### config.mk
export PLATFORM = sky130hd
export DESIGN_NAME = seq_mult4
export DESIGN_NICKNAME = d
export VERILOG_FILES = /design/src/rtl/seq_mult4_pkg.sv /design/src/rtl/adder4.sv /design/src/rtl/seq_mult4.sv
export SDC_FILE = /design/constraint.sdc
export NUM_CORES = 1
export LEC_CHECK = 0
export CORE_ASPECT_RATIO = 1.5
export CORE_MARGIN = 2
export CORE_UTILIZATION = 40
export CTS_CLUSTER_SIZE = 14
export DETAILED_ROUTE_END_ITERATION = 10
export PLACE_DENSITY = 0.66
export SETUP_SLACK_MARGIN = 0.3
export SLEW_MARGIN = 20
export SYNTH_ARGS = -nofsm -noshare
export SYNTH_HDL_FRONTEND = slang
export SYNTH_HIERARCHICAL = 1
export SYNTH_SLANG_ARGS = --single-unit
### constraint.sdc
create_clock -name clk -period 1.4 [get_ports clk]
set_input_delay 0.28 -clock clk [delete_from_list [all_inputs] [get_ports clk]]
set_output_delay 0.28 -clock clk [all_outputs]
set_load 0.1 [all_outputs]
### src/rtl/seq_mult4_pkg.sv
// Shared constants and state encoding for the sequential 4x4 multiplier.
package seq_mult4_pkg;

   // Operand width is fixed by the downstream adder4 and must not be changed.
   localparam int N     = 4;
   localparam int CNT_W = 2;

   // Value of the iteration counter during the final RUN iteration.
   localparam logic [CNT_W-1:0] CNT_LAST = 2'd3;

   // Encoding 2'd3 is unused and falls back to S_IDLE.
   typedef enum logic [1:0] {
      S_IDLE = 2'd0,
      S_RUN  = 2'd1,
      S_DONE = 2'd2
   } state_t;

endpackage

### src/rtl/adder4.sv
// 4-bit carry-lookahead adder: sum[4:0] = a + b. sum[4] is the carry out.
module adder4 (
   input  logic [3:0] a,
   input  logic [3:0] b,
   output logic [4:0] sum
);

   logic [3:0] w_g;
   logic [3:0] w_p;
   logic [4:0] w_c;

   assign w_g = a & b;
   assign w_p = a ^ b;

   // All carries come straight from generate/propagate terms, with no ripple chain.
   assign w_c[0] = 1'b0;
   assign w_c[1] = w_g[0];
   assign w_c[2] = w_g[1] | (w_p[1] & w_g[0]);
   assign w_c[3] = w_g[2] | (w_p[2] & w_g[1]) | (w_p[2] & w_p[1] & w_g[0]);
   assign w_c[4] = w_g[3] | (w_p[3] & w_g[2]) | (w_p[3] & w_p[2] & w_g[1])
                 | (w_p[3] & w_p[2] & w_p[1] & w_g[0]);

   assign sum = {w_c[4], w_p ^ w_c[3:0]};

endmodule

### src/rtl/seq_mult4.sv
// Sequential 4x4 unsigned shift-and-add multiplier.
// Each RUN cycle adds the multiplicand into the high half (when the current
// multiplier bit is 1). It then shifts {carry, hi, lo} right by one, so after
// four iterations {hi, lo} holds the 8-bit product.
module seq_mult4
   import seq_mult4_pkg::*;
(
   input  logic           clk,
   input  logic           rst,
   input  logic           start,
   input  logic [N-1:0]   a,
   input  logic [N-1:0]   b,
   output logic           busy,
   output logic           done,
   output logic [2*N-1:0] product
);

   state_t           r_state;
   logic [N-1:0]     r_mcand;
   logic [N-1:0]     r_hi;
   logic [N-1:0]     r_lo;
   logic [CNT_W-1:0] r_cnt;
   logic [2*N-1:0]   r_product;

   state_t           w_state_nxt;
   logic             w_load;
   logic [N:0]       w_add_sum;
   logic [N:0]       w_add;

   // Running partial product plus multiplicand; the carry stays as bit 4.
   adder4 u_add (
      .a   (r_hi),
      .b   (r_mcand),
      .sum (w_add_sum)
   );

   // Add only when the multiplier bit shifting out is set.
   assign w_add = r_lo[0] ? w_add_sum : {1'b0, r_hi};

   // Next-state logic and the operand-load strobe.
   always_comb begin
      // NOTE: every output gets a default first so no path can leave one unassigned and infer a latch.
      w_state_nxt = r_state;
      w_load      = 1'b0;
      case (r_state)
         S_IDLE: begin
            if (start) begin
               w_state_nxt = S_RUN;
               w_load      = 1'b1;
            end
         end
         S_RUN: begin
            if (r_cnt == CNT_LAST) w_state_nxt = S_DONE;
         end
         S_DONE: begin
            // A start request in DONE begins the next operation with no IDLE gap.
            if (start) begin
               w_state_nxt = S_RUN;
               w_load      = 1'b1;
            end else begin
               w_state_nxt = S_IDLE;
            end
         end
         default: w_state_nxt = S_IDLE;
      endcase
   end

   // State register, operand capture, iterative shift-add and result register.
   always_ff @(posedge clk) begin
      // NOTE: reset is synchronous, so it acts only at a clock edge and overrides a RUN in progress.
      if (rst) begin
         r_state   <= S_IDLE;
         r_mcand   <= '0;
         r_hi      <= '0;
         r_lo      <= '0;
         r_cnt     <= '0;
         r_product <= '0;
      end else begin
         // NOTE: non-blocking assignments let every register see the values from before this edge.
         r_state <= w_state_nxt;
         if (w_load) begin
            r_mcand <= a;
            r_lo    <= b;
            r_hi    <= '0;
            r_cnt   <= '0;
         end else if (r_state == S_RUN) begin
            {r_hi, r_lo} <= {w_add, r_lo[N-1:1]};
            r_cnt        <= r_cnt + CNT_W'(1);
            if (r_cnt == CNT_LAST) r_product <= {w_add, r_lo[N-1:1]};
         end
      end
   end

   assign busy    = (r_state == S_RUN);
   assign done    = (r_state == S_DONE);
   assign product = r_product;

endmodule

# After elaboration in Yosys (flattened, before gate mapping)
# Index checks and enable logic that the tools add are counted.
[word_totals]
regBits = 24
in_bits = 11
output_inout_bits = 10
elab_cells = 46
[op_classes]
n_addsub = 1
eq_ne = 5
mux = 9
n_bitwise = 19
reduce_logical = 6
[ops]
columns = ["op", "count"]
rows = [
  ["bitwise AND 1 bit", 9],
  ["two-way mux 4 bit", 2],
  ["bitwise XOR 4 bit", 2],
  ["bitwise OR 1 bit", 6],
  ["one-hot mux 2 bit (3 select lines)", 1],
  ["two-way mux 5 bit", 1],
  ["bitwise AND 4 bit", 1],
  ["== test 2 bit (second input constant)", 2],
  ["two-way mux 2 bit", 2],
  ["OR reduction 2 bit", 2],
  ["two-way mux 1 bit", 3],
  ["AND reduction 3 bit", 1],
  ["adder 2 x 1 -> 2 bit (second input constant)", 1],
  ["== test 2 x 1 -> 1 bit (second input constant)", 1],
  ["zero test 2 bit", 1],
  ["!= test 2 x 1 -> 1 bit (second input constant)", 1],
  ["!= test 2 bit (second input constant)", 1],
  ["AND reduction 2 bit", 1],
  ["nonzero test 2 bit", 1],
  ["NOT 1 bit", 1],
]

# Logic depth before layout (Yosys ltp)
[depth]
ltp_word = 8
ltp_mapped = 6
ltp_nobuf = 6

# Cells and area by module
# Netlist, hierarchy kept.
[by_module_without_submodules]
columns = ["module", "n_inst", "cells_each", "area_per_inst_um2", "seq_area_each_um2"]
rows = [
  ["seq_mult4", 1, 107, 998.5, 480.5],
  ["adder4", 1, 15, 123.9, 0.0],
]

# Worst setup path after synthesis
# Ideal clock, no wire load.
[synth_timing]
kind = "register to register"
start = "register r_hi[0]"
end = "register r_product[5] (netlist: product[5])"
setup_ps = 133
arrival_ps = 1319
required_ps = 1267
path_slack_ps = -51
stages_incl_launch_ff = 7
n_path_buf = 0
period_less_slack_ps = 1451
cell_sequence = "dfxtp_1 ha_1 inv_1 fa_1 xnor2_1 mux2i_1 a211oi_1"
[synth_between]
elab_chain_len = 5
[synth_rtl]
columns = ["element", "line", "text"]
rows = [
  ["start, declared", "seq_mult4.sv:20", "logic [N-1:0] r_hi;"],
  ["start signal, assigned", "seq_mult4.sv:87", "{r_hi, r_lo} <= {w_add, r_lo[N-1:1]};"],
  ["bitwise AND 4 bit", "adder4.sv:12", "assign w_g = a & b;"],
  ["bitwise AND 1 bit", "adder4.sv:18", "assign w_c[2] = w_g[1] | (w_p[1] & w_g[0]);"],
  ["bitwise OR 1 bit", "adder4.sv:18", ""],
  ["bitwise XOR 4 bit", "adder4.sv:23", "assign sum = {w_c[4], w_p ^ w_c[3:0]};"],
  ["net w_add_sum[2]", "seq_mult4.sv:27", "logic [N:0] w_add_sum;"],
  ["two-way mux 5 bit", "seq_mult4.sv:38", "assign w_add = r_lo[0] ? w_add_sum : {1'b0, r_hi};"],
  ["end signal, assigned", "seq_mult4.sv:89", "if (r_cnt == CNT_LAST) r_product <= {w_add, r_lo[N-1:1]};"],
  ["end, declared", "seq_mult4.sv:23", "logic [2*N-1:0] r_product;"],
]
# The timed path passes the listed nets, and every way through them passes these cells.
# A chain may end at the register's enable or synchronous reset.

# Final worst setup path
# Ends and elaborated chain as after synthesis.

==> results.md <==
* Vias at 986
* Critical Path AT at 1.69 ns
* Max stage delay on crit path at approximately 0.36 ns
* TNS Setup at -0.364 ns
* Final Hold Fails at 0
* Final setup fails at 5
* Hold Crit Endpoint: r_mcand[3]
* Gpl congestion at 0.822
* P&R area growth vs syn at 63.7%
* Critical path's slowest cell: dfxtp_2
* GRT Overall Usage at 0.190
* Vias in the first global route at between 900 and 1,000
* Status: finished with violations
* Die Ht at 68.9 um
* Gate count of the mapped netlist at 122
* Yosys warns at 6
* Avg WL per Cell at 14.7 um
* DP Cell Count at 180
* Drt first pass iters at 4
* Cell Chain, Critical Path: ha_4 -> inv_2 -> fa_2 -> xnor2_1 -> mux2i_1 -> a211oi_1
* VDD IR-drop max at 0.000638 V
* Slew HR at 0.838
* Max_cap viols at 0
* TritonCTS Buffers at 3
* Vias per inst at roughly 5.0
* Static leakage at between 0.6 and 0.7 nW
* Flops & latches, synth at 24
* Port Buffers at 20
* Post-synthesis net count at 139
* Core Box Area at around 2700 um2
* Seq/Total Area, Yosys at 0.428
* H-tree depth at 1
* DIE WIDTH at 47.3 um
* Worst Hold Path Cells at 2
* Clock Pin Slew Worst Setup and Hold Paths at approximately 0.080 ns
* Worst min-delay path class: reg2reg
* Fmax at 664 MHz
* Top-level I/O count at 21
* Drt total wl at 2880 um
* Iter 0 DRT Violations at 9
* Initial antenna violation count at 0
* Root Buffer: clkbuf_8
* Post-DP HPWL at 1930 um
* R2R Path End: product[5]
* Fin. max-slew vios at 0
* Antenna-violating nets left at 0
* Drt drc at 0
* First-pass GRT wire length at approximately 4300 um
* Reg-to-Reg Start: r_hi[0]
* Register area at 507 um2
* Non-Filler Instances at between 150 and 200
* Final period utilization at 1.08
* Multi-input gate area at between 600 and 700 um2
* N_diodes at 0
* Fill cells at 201
* Synth Cell Area at between 1000 and 1500 um2
* Grt ovf at 0
* Share of post-route cells with drive strength above 1 at 0.541
* Startpoint types: flip-flop
* Max clock buf depth at 2
* RSZ-0062 raised after global routing: yes
* R2R cell count at 6
* Final Worst Setup Slack at -0.107 ns
* Crit path max fanout at 2
* Failing checks: setup timing
* Clk_lat worst skew at 0.27 ns
* Layout Skew at 0.00388 ns
* Slew @ Worst Pin at roughly 0.24 ns
* CTS sink count at 24
* Die footprint at 3250 um2
* Crit Path Category: reg2reg
* Largest net degree at the start of global routing at 19
* Pre-CTS setup slack at -0.0862 ns
* FP Rows at 23
* Min cycle time layout at 1.51 ns
* Worst R2R Setup Slack at -0.11 ns
* CP Capture Type: flip-flop
* Pwr Density at 823 nW/um2
* Layout Nets at 177
* Syn avg cell area at 9.20 um2
* Unique masters post-synth at 31
* Initial core utilization at 0.419
* Hold Crit Start: r_mcand[3]
* Worst path required time at 1.59 ns
* CTS tree: built
[per-stage QoR]
stage               hold WS [ns]  area (um2)  total power [W]  utilization
finish                     0.470        1840          0.00151        0.686
floorplan                  0.408        1190         0.000912            -
global route               0.496        1840          0.00157        0.686
CTS                        0.474        1690          0.00148        0.631
detailed placement         0.455        1540         0.000982        0.574
global placement           0.445        1540         0.000973        0.574
[repair_timing]
action                                  in CTS  in global routing
cloned                                       0                  1
pin swaps                                    4                 16
endpoints found under the setup margin      18                 27
buffers inserted                             6                  5
hold endpoints to repair                     0                  0
hold buffers                                 0                  0
gates resized for setup                     17                 22
[worst max-delay path, delay by kind of cell (launching register included)]
kind | cells | cell delay [ns]
multiplexers | 1 | 0.13
adder cells (fa/ha/maj) | 2 | 0.48
AO/OA/AOI/OAI | 1 | 0.23
XOR/XNOR | 1 | 0.20
buffers and inverters | 1 | 0.03
flip-flops | 1 | 0.36
[worst max-delay path by stage]
stage	cells past startpoint	to	startpoint
after floorplan	6	product[4]	r_hi[0]
after global placement	6	product[4]	r_mcand[0]
after detailed placement	6	r_hi[0]	r_mcand[0]
after CTS	6	product[4]	r_hi[0]
after global routing	6	product[5]	r_hi[0]
final	6	product[5]	r_hi[0]
[cell families after synthesis]
logic type      synth area share
compound gates             0.165
mux                       0.0368
buf+inv                   0.0892
flops                      0.428
simple gates               0.184
fa+ha+maj                 0.0736
xor+xnor                  0.0234
[cell usage in the layout, fill, tap and decap left out, types with 2 or more instances in the layout]
master	n
nor2_2	3
clkbuf_8	4
ha_4	3
nand2b_4	2
nor2_1	7
nand2_2	2
dfxtp_4	2
a211oi_1	2
nand3_1	6
a211oi_2	4
mux2i_1	2
a22oi_2	4
xnor2_1	2
clkdlybuf4s50_1	9
dfxtp_1	7
ha_1	2
buf_12	12
buf_4	13
inv_2	2
a21oi_2	4
inv_1	2
dfxtp_2	15
a21oi_1	11
nand2_1	17
buf_6	5
[flip-flops by register name (all words and copies together), names as in the netlist]
register  count
r_state       2
r_hi          4
r_cnt         2
r_lo          4
product       8
r_mcand       4
[Yosys cell counts]
cell	n	area (um2)
nor3_1	1	5.00
mux2i_1	3	30.0
buf_4	1	7.51
a22oi_1	3	22.5
nor2_2	2	12.5
nand2_1	19	71.3
xor2_1	1	8.76
fa_1	1	20.0
buf_12	1	20.0
nor2_1	9	33.8
o21a_1	1	7.51
mux2_2	1	11.3
nor2b_1	1	6.26
and3b_1	1	8.76
nand3_1	7	35.0
dfxtp_1	24	480
nand3b_1	1	7.51
xnor2_1	2	17.5
clkbuf_1	1	3.75
nand2b_1	3	18.8
inv_1	4	15.0
ha_1	5	62.6
clkinv_8	1	16.3
a21oi_1	15	75.1
and2b_1	1	7.51
a21o_1	1	7.51
a211oi_2	3	37.5
buf_6	2	22.5
a22oi_2	1	12.5
buf_2	3	15.0
a211oi_1	3	22.5
[power by group]
part           switching (W)  internal [W]  total (W)
sequential         0.0000270      0.000708   0.000735
combinational       0.000148      0.000159   0.000307
clock               0.000217      0.000251   0.000468
total               0.000392       0.00112    0.00151
[final cells by class]
| class | instances | area share |
|---|---|---|
| Tap cell | 37 | 0.0252 |
| Inverter | 5 | 0.0170 |
| Multi-Input combinational cell | 85 | 0.370 |
| Clock buffer | 4 | 0.0300 |
| Timing Repair Buffer | 41 | 0.282 |
| Sequential cell | 24 | 0.276 |
[metal layers]
layer,up-vias,routed length (um),track usage
met4,0,44,0.0799
li1,486,-,-
met5,-,0,0
met3,5,67,0.0339
met2,14,1650,0.348
met1,481,1120,0.204
No activity file was read; power rests on OpenSTA's default activity.
